File: src/rtl/sap_fetch_sequencer.sv
// sap_fetch_sequencer: instruction fetch/decode sequencer paired with the SAP program counter.
// Fetches opcode and operand bytes at the current PC and drives the PC's count/branch
// requests. It issues one execute strobe for each non-branch instruction. The sequencer
// only advances on cycles where SLOW_CLOCK_STRB is high, which keeps it in step with the PC.
module sap_fetch_sequencer #(
  parameter logic [3:0] OP_JMP = 4'h6,
  parameter logic [3:0] OP_JZ  = 4'h7,
  parameter logic [3:0] OP_JC  = 4'h8,
  parameter logic [3:0] OP_HLT = 4'hF
) (
  input  logic       CLK,
  input  logic       ACLR,
  input  logic       SLOW_CLOCK_STRB,
  input  logic [7:0] MEM_DATA,
  input  logic       ZERO_FLAG,
  input  logic       CARRY_FLAG,
  output logic       PC_COUNT,
  output logic       BRANCH,
  output logic [7:0] BRANCH_ADDRESS,
  output logic [7:0] IR,
  output logic       EXEC_STRB,
  output logic       HALTED,
  output logic [2:0] STATE
);

  typedef enum logic [2:0] {
    S_FETCH     = 3'd0,
    S_DECODE    = 3'd1,
    S_OPERAND   = 3'd2,
    S_BRANCH    = 3'd3,
    S_EXECUTE   = 3'd4,
    S_HALT      = 3'd5,
    S_UNUSED6   = 3'd6,
    S_UNUSED7   = 3'd7
  } state_t;

  state_t     state;
  state_t     state_nxt;
  logic [7:0] ir_reg;
  logic [7:0] ir_nxt;
  logic [7:0] baddr_reg;
  logic [7:0] baddr_nxt;
  logic       pc_count_dec;
  logic       branch_dec;
  logic       exec_dec;
  logic       halted_dec;

  // Two-byte instructions are the jumps; they take the OPERAND path.
  function automatic logic is_jump(input logic [3:0] opc);
    return (opc == OP_JMP) || (opc == OP_JZ) || (opc == OP_JC);
  endfunction

  // Branch condition is evaluated against the flags present during the BRANCH_ST strobe cycle.
  function automatic logic branch_taken(input logic [3:0] opc, input logic zf, input logic cf);
    return (opc == OP_JMP) || ((opc == OP_JZ) && zf) || ((opc == OP_JC) && cf);
  endfunction

  // State, instruction and branch-address registers advance only on strobe edges.
  always_ff @(posedge CLK or posedge ACLR) begin
    if (ACLR) begin
      state     <= S_FETCH;
      ir_reg    <= 8'h00;
      baddr_reg <= 8'h00;
    end else if (SLOW_CLOCK_STRB) begin
      state     <= state_nxt;
      ir_reg    <= ir_nxt;
      baddr_reg <= baddr_nxt;
    end
  end

  // Next-state logic and per-state request decode (before gating with the strobe).
  always_comb begin
    state_nxt    = state;
    ir_nxt       = ir_reg;
    baddr_nxt    = baddr_reg;
    pc_count_dec = 1'b0;
    branch_dec   = 1'b0;
    exec_dec     = 1'b0;
    halted_dec   = 1'b0;
    case (state)
      S_FETCH: begin
        pc_count_dec = 1'b1;
        ir_nxt       = MEM_DATA;
        state_nxt    = S_DECODE;
      end
      S_DECODE: begin
        if (ir_reg[7:4] == OP_HLT) begin
          state_nxt = S_HALT;
        end else if (is_jump(ir_reg[7:4])) begin
          state_nxt = S_OPERAND;
        end else begin
          state_nxt = S_EXECUTE;
        end
      end
      S_OPERAND: begin
        // Counting here steps the PC past the address byte, so a not-taken jump
        // falls through to the instruction after it.
        pc_count_dec = 1'b1;
        baddr_nxt    = MEM_DATA;
        state_nxt    = S_BRANCH;
      end
      S_BRANCH: begin
        branch_dec = branch_taken(ir_reg[7:4], ZERO_FLAG, CARRY_FLAG);
        state_nxt  = S_FETCH;
      end
      S_EXECUTE: begin
        exec_dec  = 1'b1;
        state_nxt = S_FETCH;
      end
      S_HALT: begin
        halted_dec = 1'b1;
        state_nxt  = S_HALT;
      end
      default: begin
        state_nxt = S_FETCH;
      end
    endcase
  end

  // PC requests and the execute strobe are single-CLK pulses aligned with the PC's strobe edge.
  // Only one PC request is decoded per state, so count and branch can never coincide.
  always_comb begin
    PC_COUNT       = pc_count_dec & SLOW_CLOCK_STRB;
    BRANCH         = branch_dec & SLOW_CLOCK_STRB;
    EXEC_STRB      = exec_dec & SLOW_CLOCK_STRB;
    HALTED         = halted_dec;
    BRANCH_ADDRESS = baddr_reg;
    IR             = ir_reg;
    STATE          = state;
  end

endmodule

File: config.mk
export PLATFORM = sky130hd
export DESIGN_NAME = sap_fetch_sequencer
export DESIGN_NICKNAME = d
export VERILOG_FILES = /design/src/rtl/sap_fetch_sequencer.sv
export SDC_FILE = /design/constraint.sdc
export NUM_CORES = 1
export LEC_CHECK = 0
export ABC_AREA = 0
export CAP_MARGIN = 40
export CORE_MARGIN = 4
export CORE_UTILIZATION = 43
export CTS_BUF_LIST = sky130_fd_sc_hd__clkbuf_4 sky130_fd_sc_hd__clkbuf_8
export DETAILED_ROUTE_END_ITERATION = 8
export PLACE_DENSITY = 0.81
export SYNTH_ARGS = -nofsm -noshare
export SYNTH_HDL_FRONTEND = slang
export SYNTH_SLANG_ARGS = --single-unit
File: constraint.sdc
create_clock -name CLK -period 1.6 [get_ports CLK]
set_clock_uncertainty 0.05 [all_clocks]
set_input_delay 0.16 -clock CLK [delete_from_list [all_inputs] [get_ports CLK]]
set_output_delay 0.16 -clock CLK [all_outputs]
set_load 0.01 [all_outputs]
## Yosys cells after proc, flatten, opt, wreduce, memory -nomap -nowiden

Cells that the tools add are included.

| cells by class | value |
|---|---|
| equal/unequal tests | 9 |
| mux-type cells | 7 |
| bitwise logic cells | 3 |
| reductions and logical operators | 10 |

Operator list:

| cell | count |
|---|---|
| 3-bit one-hot mux with 4 select lines | 1 |
| 4-bit by 3-bit == test with 1-bit output (second input constant) | 2 |
| 4-bit == test (second input constant) | 2 |
| 3-bit by 2-bit == test with 1-bit output (second input constant) | 2 |
| 3-bit == test (second input constant) | 2 |
| 3-bit 2-to-1 mux | 2 |
| 1-bit logical OR | 4 |
| 1-bit 2-to-1 mux | 4 |
| 2-bit AND reduction | 2 |
| 1-bit bitwise AND | 3 |
| 3-bit by 1-bit == test with 1-bit output (second input constant) | 1 |
| 3-bit zero test | 1 |
| 1-bit logical AND | 2 |
| 2-bit OR reduction | 1 |

| word-level totals | value |
|---|---|
| flip-flop bits (word level) | 19 |
| input bits | 13 |
| output and inout bits | 23 |
| word-level logic and storage cells | 32 |

## Depth between registers and ports, before layout

Gate-level depths: netlist (run 1).

| depth | value |
|---|---|
| depth in word-level cells | 6 |
| gate-level depth with buffers | 4 |
| gate-level depth less buffers | 3 |

## Worst setup path after synthesis (run 1)

OpenSTA, ideal clock, no wires.

| timing | value |
|---|---|
| path kind | reg-to-reg |
| start point | register state[2], in the netlist STATE[2] |
| end point | register baddr_reg[0], in the netlist BRANCH_ADDRESS[0] |
| setup time | 0.125 ns |
| data arrival time | 1.354 ns |
| required time | 1.425 ns |
| slack | 0.071 ns |
| cell stages (with the launch flop) | 4 |
| buffers on the path | 0 |
| clock period less this slack | 1.529 ns |
| cells stage by stage | dfrtp_1 nand2b_4 nor3b_4 mux2_2 |

| on the way | value |
|---|---|
| cells in the longest elaborated chain, start to end | 2 |

RTL lines:

| element | line | text |
|---|---|---|
| from (decl) | 37 | `state_t state;` |
| from (signal assigned) | 65 | `state <= state_nxt;` |
| 3-bit by 2-bit == test with 1-bit output | 80 | `case (state)` |
| 2-bit AND reduction (no line) | n/a |  |
| to (signal assigned) | 67 | `baddr_reg <= baddr_nxt;` |
| to (decl) | 41 | `logic [7:0] baddr_reg;` |

Every way passes these cells.
A chain may end at the register's enable or synchronous reset.

## Final worst setup path (run 1)

| timing | value |
|---|---|
| start point | register ir_reg[6], in the netlist IR[6] |
| end point | output port BRANCH |

| on the way | value |
|---|---|
| cells in the longest elaborated chain, start to end | 6 |
| elaborated cells on any way between the ends | 9 |
| classes of those cells | eq/ne (3); mux (1); bitwise (1); reduce/logical (4) |

RTL lines:

| element | line | text |
|---|---|---|
| from (decl) | 39 | `logic [7:0] ir_reg;` |
| from (signal assigned) | 66 | `ir_reg <= ir_nxt;` |
| 4-bit by 3-bit == test with 1-bit output | 55 | `return (opc == OP_JMP) \|\| ((opc == OP_JZ) && zf) \|\| ((opc == OP_JC) && cf);` |
| 1-bit logical AND | 55 |  |
| 1-bit logical OR | 55 |  |
| 1-bit logical OR (*) | 55 |  |
| 1-bit 2-to-1 mux (*) | 80 |  |
| 1-bit bitwise AND (*) | 124 | `BRANCH = branch_dec & SLOW_CLOCK_STRB;` |
| to (decl) | 18 | `output logic BRANCH,` |

Mark *: on every way between the ends. The rest lies on a longest branch, timed or not.

==> results.py, run 1 <==
metrics = {
    "critical_path": {
        "critPathRequiredTime_ns": 1.39,
        "worst-path-max-fanout": 2,
        "criticalPathCategory": "flip-flop to primary output",
        "critPathLaunchType": "flip-flop",
        "ff2ff_path_depth": 5,
        "endpoint_kind": "primary output",
        "critPathArrivalTime_ns": 1.44,
    },
    "logic_synthesis": {
        "synth_area_leader_cell": "dfrtp_1",
        "ys.flop_type": "dfrtp_1",
        "syn_nets": 77,
        "synth_compound_area_frac": 0.0616,
        "seq_area_frac_synth": 0.557,
        "synth_xor_area_frac": 0,
        "avgSynthCellArea_um2": 13.3,
        "async_flop_share": 1.00,
        "synth_top_cells_by_count": "19 x dfrtp_1, 16 x mux2_2, 4 x nor2_1, 3 x nand2_1",
        "syn_area_um2": 853,
        "synth_edf_count": 0,
        "synth-seq-cells": 19,
        "synth.most_common_cell": "dfrtp_1",
        "synth_mux_area_frac": 0.211,
        "synth_fa_ha_area_frac": 0,
        "yosysTopAreaCellShare": 0.557,
        "synth_cell_type_count": 22,
        "synth_top_family_by_area": "multiplexers",
        "netlist_instances": 64,
        "synth_area_leaders": "dfrtp_1 56%, mux2_2 21%, nor3b_4 2.2%",
        "yosys.area_share.simple": 0.155,
        "ys_warn_count": 0,
    },
    "status": {
        "outcome": "complete, but fails checks",
        "violations": "setup timing",
    },
    "die": {
        "die_y_um": 52.5,
        "core-area_um2": 1800,
        "ioPinCount": 36,
        "dieWidth_um": 52.5,
        "die-area_um2": 2760,
        "floorplan.initialDensity": 0.474,
        "rows": 15,
    },
    "clocking": {
        "cts.sinks": 19,
        "htree_num_levels": 1,
        "clk_pin_slew_worst_paths_ns": 0.11,
        "cts_buffers": 3,
        "clock-root-buffer": "clkbuf_4",
        "clk_path_buf_depth": 2,
        "cts_tree": "yes",
        "clk_latency_ns": 0.29,
    },
    "placed_design": {
        "hpwl_um": 1660,
        "numPortBuffers": 35,
        "dp.cells": 134,
        "place_congestion": 0.728,
    },
    "cells_and_area": {
        "stdcell_count": 144,
        "nets": 133,
        "n_antenna_cell": 0,
        "register_area_um2": 477,
        "n_fill_cell": 120,
        "synthToLayoutAreaGrowth_pct": 67.7,
        "multi_input_area_um2": 385,
        "layout-drive-gt1-share": 0.387,
    },
    "timing": {
        "relSlewSlack": 0.756,
        "max_freq_mhz": 605,
        "rsz0062_at_grt": "yes",
        "tightest_slew_ns": 0.361,
        "setup-violations-final": 1,
        "report.final.slew_viol_count": 0,
        "fin_ws_ns": -0.0528,
        "fin_crit_ns": 1.65,
        "finalSetupTns_ns": -0.0528,
        "whs_ns": 0.122,
        "final_hold_viol_count": 0,
        "finalCritPeriodShare": 1.03,
    },
    "detailed_routing": {
        "num_vias": 717,
        "drt_iter0_markers": 6,
        "vias_per_cell": 4.98,
        "drcViolationCount": 0,
        "final_antenna_net_count": 0,
        "first_pass_iters": 2,
        "wl_um": 2200,
        "wl_per_cell_um": 15.2,
    },
    "grt": {
        "grt_pass1_vias": 783,
        "grt_max_degree": 20,
        "grt_pass1_wl_um": 3640,
        "grt_usage": 0.180,
        "grt_antenna_before_repair": 0,
        "overflow": 0,
    },
    "min_path": {
        "hold_class": "primary input to asynchronous set/reset pin",
    },
    "pwr": {
        "leakage_uw": 0.000683,
        "ir_drop_mv": 1.10,
        "power_density_nw_per_um2": 1800,
    },
    "run": {
        "cap_violations": 0,
    },
}
## metal layers
metal | global-route usage | wire length, µm
met2 | 0.331 | 1140
met4 | 0.0596 | 6
met1 | 0.203 | 893
met5 | 0 | 0
met3 | 0.0399 | 158
## stage by stage
stage | cell area [µm²] | util | worst slack [ns] | power, µW
2_1_floorplan | 853 | - | 0.0713 | 1430
3_3_place_gp | 1340 | 0.742 | -0.218 | 2190
6_report | 1430 | 0.794 | -0.0528 | 2580
5_1_grt | 1430 | 0.794 | -0.170 | 2750
3_5_place_dp | 1340 | 0.742 | -0.314 | 2250
4_1_cts | 1410 | 0.780 | -0.0984 | 2580
## state kept, by name (all words and copies together) (netlist names)
name	flops
BRANCH_ADDRESS	8
IR	8
STATE	3
## critical path, cell delays in order, from the launching register on
cell and delay, ns:
dfrtp_1 0.43, nor4b_4 0.31, a22oi_1 0.12, nor3_1 0.14, buf_2 0.16
## power by group
group | internal, µW | switching (µW) | total, µW
combinational | 898 | 588 | 1490
clock | 92.8 | 140 | 233
sequential | 701 | 161 | 862
total | 1690 | 889 | 2580
## layout by cell type (no fill, tap or decap)
cell type	count
dfrtp_1	18
o21a_1	1
a22oi_1	1
nand2b_2	1
buf_12	2
and4_1	1
dfrtp_2	1
nor3_4	1
nor3_1	1
dlygate4sd2_1	2
a31oi_1	1
dlymetal6s2s_1	5
o41ai_1	1
nor2_1	4
nand2b_1	2
nor3_2	1
o21bai_1	1
clkdlybuf4s50_1	26
nor4b_4	1
nand2b_4	1
buf_4	15
mux2_2	16
o21ai_0	1
and3b_1	1
a21oi_1	2
clkinv_2	1
clkbuf_4	3
inv_1	2
nand2_1	3
nor3b_4	1
buf_2	2
## logic make-up (layout without fill, tap and decap cells)
family / Yosys count / after routing
AO/OA/AOI/OAI: 8 / 8
buffers and inverters: 3 / 58
flip-flops: 19 / 19
multiplexers: 16 / 16
AND/OR/NAND/NOR: 18 / 18
## cell type report
| type | count | area share |
|---|---|---|
| clock buffer | 3 | 0.0157 |
| timing repair buffer | 52 | 0.351 |
| inverter | 2 | 0.00524 |
| clock inverter | 1 | 0.00350 |
| sequential | 19 | 0.333 |
| multi-input combinational | 42 | 0.269 |
| tap | 25 | 0.0219 |
## worst paths after layout
path                                               start                             to  slack (ns)
max                                    IR[6]$_DFFE_PP0P_                         BRANCH       -0.05
min                                                 ACLR  BRANCH_ADDRESS[4]$_DFFE_PP0P_        0.12
max reg2reg                         STATE[1]$_DFFE_PP0P_              IR[6]$_DFFE_PP0P_        0.02
min reg2reg                BRANCH_ADDRESS[6]$_DFFE_PP0P_  BRANCH_ADDRESS[6]$_DFFE_PP0P_        0.47
max in group asynchronous                           ACLR           STATE[0]$_DFFE_PP0P_        1.17
min in group CLK                             MEM_DATA[1]              IR[1]$_DFFE_PP0P_        0.45
## timing repair
item | CTS | global route
resized for setup | 12 | 7
endpoints found under the hold margin | 0 | 0
hold buffers | 0 | 0
gates cloned | 0 | 0
setup endpoints to repair | 6 | 12
pin swaps | 2 | 0
setup buffers | 6 | 0
Power figures use the tool's default switching activity.
==> inputs of run 2 (changes only) <==
- CELL_PAD_IN_SITES_DETAIL_PLACEMENT: unset -> 0
- CELL_PAD_IN_SITES_GLOBAL_PLACEMENT: unset -> 1
- CORE_UTILIZATION: 43 -> 33
- PLACE_DENSITY: 0.81 -> unset
- PLACE_DENSITY_LB_ADDON: unset -> 0.1
- SKIP_CTS_REPAIR_TIMING: unset -> 1
==> results.py, run 2 (synthesized netlist as in run 1, its figures left out) <==
metrics = {
    "status": {
        "outcome": "complete, but fails checks",
        "violations": "setup timing",
    },
    "die": {
        "ioPinCount": 36,
        "floorplan.initialDensity": 0.344,
        "dieWidth_um": 58.9,
        "rows": 18,
        "die-area_um2": 3460,
        "die_y_um": 58.9,
        "core-area_um2": 2480,
    },
    "detailed_routing": {
        "drt_iter0_markers": 7,
        "num_vias": 705,
        "top_layer": "met4",
        "drcViolationCount": 0,
        "first_pass_iters": 3,
        "wl_met2_um": 959,
        "wl_per_cell_um": 13.3,
        "dr_wl_met3_um": 125,
        "wl_um": 2010,
        "wl_met1_um": 911,
        "vias_per_cell": 4.67,
        "final_antenna_net_count": 0,
    },
    "timing": {
        "fin_ws_ns": -0.0204,
        "relSlewSlack": 0.835,
        "finalCritPeriodShare": 1.01,
        "setup-violations-final": 1,
        "finalSetupTns_ns": -0.0204,
        "whs_ns": 0.133,
        "fin_crit_ns": 1.62,
        "report.final.slew_viol_count": 0,
        "rsz0062_at_grt": "yes",
        "max_freq_mhz": 617,
        "tightest_slew_ns": 0.244,
        "final_hold_viol_count": 0,
    },
    "min_path": {
        "hold_class": "primary input to asynchronous set/reset pin",
    },
    "clocking": {
        "clk_path_buf_depth": 2,
        "clock-root-buffer": "clkbuf_4",
        "clk_latency_ns": 0.29,
        "htree_num_levels": 1,
        "cts_tree": "yes",
        "cts.sinks": 19,
        "clk_pin_slew_worst_paths_ns": 0.11,
        "cts_buffers": 3,
    },
    "cells_and_area": {
        "postLayoutCellArea_um2": 1440,
        "layout_commonest_cell": "clkdlybuf4s50_1",
        "postLayoutCoreUtil": 0.580,
        "mostFrequentLayoutCells": "28 x clkdlybuf4s50_1, 18 x dfrtp_1, 18 x buf_4, 16 x mux2_2, 6 x dlymetal6s2s_1",
        "layout-drive-gt1-share": 0.380,
        "synthToLayoutAreaGrowth_pct": 68.3,
        "nets": 135,
        "n_antenna_cell": 0,
    },
    "placed_design": {
        "dp_slack_ns": -0.272,
        "numPortBuffers": 35,
        "hpwl_um": 1550,
        "place_congestion": 0.722,
        "post_dp_cell_area_um2": 1370,
    },
    "grt": {
        "grt_pass1_wl_um": 3320,
        "grt_usage": 0.126,
        "grt_antenna_before_repair": 0,
        "grt_max_degree": 20,
        "grt_pass1_vias": 758,
        "overflow": 0,
    },
    "pwr": {
        "power_density_nw_per_um2": 1770,
        "leakage_uw": 0.000701,
        "ir_drop_mv": 1.13,
    },
    "critical_path": {
        "rr_endpoint": "BRANCH_ADDRESS[4]$_DFFE_PP0P_",
        "slowest_stage": "dfrtp_1",
        "r2r-start": "STATE[0]$_DFFE_PP0P_",
        "critPathBufInv": 1,
        "critPathLaunchType": "flip-flop",
        "critPathArrivalTime_ns": 1.41,
        "criticalPathCategory": "flip-flop to primary output",
        "critPathTopFamily": "simple AND/OR/NAND/NOR gates",
        "rrSetupSlack_ns": 0.11,
        "cp_cell_sequence": "nor4b_2 > a22oi_1 > nor3_1 > buf_2",
        "cp_slowest_stage_delay_ns": 0.40,
        "ff2ff_path_depth": 4,
        "endpoint_kind": "primary output",
        "critPathRequiredTime_ns": 1.39,
        "worst-path-max-fanout": 2,
    },
    "run": {
        "cap_violations": 0,
    },
}
## run 2: how the worst max path moves through the flow
stage	from	end	slack (ns)	depth (start not counted)
2_1_floorplan	STATE[2]$_DFFE_PP0P_	BRANCH_ADDRESS[0]$_DFFE_PP0P_	0.07	3
3_3_place_gp	IR[5]$_DFFE_PP0P_	BRANCH	-0.26	4
3_5_place_dp	IR[5]$_DFFE_PP0P_	BRANCH	-0.27	4
4_1_cts	IR[5]$_DFFE_PP0P_	BRANCH	-0.61	4
5_1_grt	IR[6]$_DFFE_PP0P_	BRANCH	-0.14	4
6_report	IR[6]$_DFFE_PP0P_	BRANCH	-0.02	4
## run 2: area by class of cell
class                      count  area [µm²]
timing repair buffer          54         515
multi-input combinational     42         372
fill                         227        1040
clock inverter                 1        5.00
clock buffer                   3        22.5
tap                           30        37.5
sequential                    19         477
inverter                       2        7.51
## run 2: layer usage
metal / global-route usage / vias up
met4: 0.0388 / 0
li1: - / 341
met5: 0 / -
met2: 0.207 / 19
met1: 0.163 / 343
met3: 0.0307 / 2
## run 2: where the power goes
part | switching (µW) | internal (µW) | total [µW] | leakage, µW
Sequential | 140 | 700 | 841 | 0.000233
Combinational | 548 | 910 | 1460 | 0.000450
Clock | 145 | 92.9 | 238 | 0.0000177
Total | 833 | 1700 | 2540 | 0.000701
## run 2: tightest hold or removal path, stage by stage
cell	delay (ns)
clkdlybuf4s50_1	0.40
inv_1	0.05
buf_4	0.25
## run 2: through the flow
stage	power, µW	cells
after floorplan	1430	64
after global placement	2240	144
final	2540	151
after CTS	2520	148
after detailed placement	2270	144
after global routing	2720	151
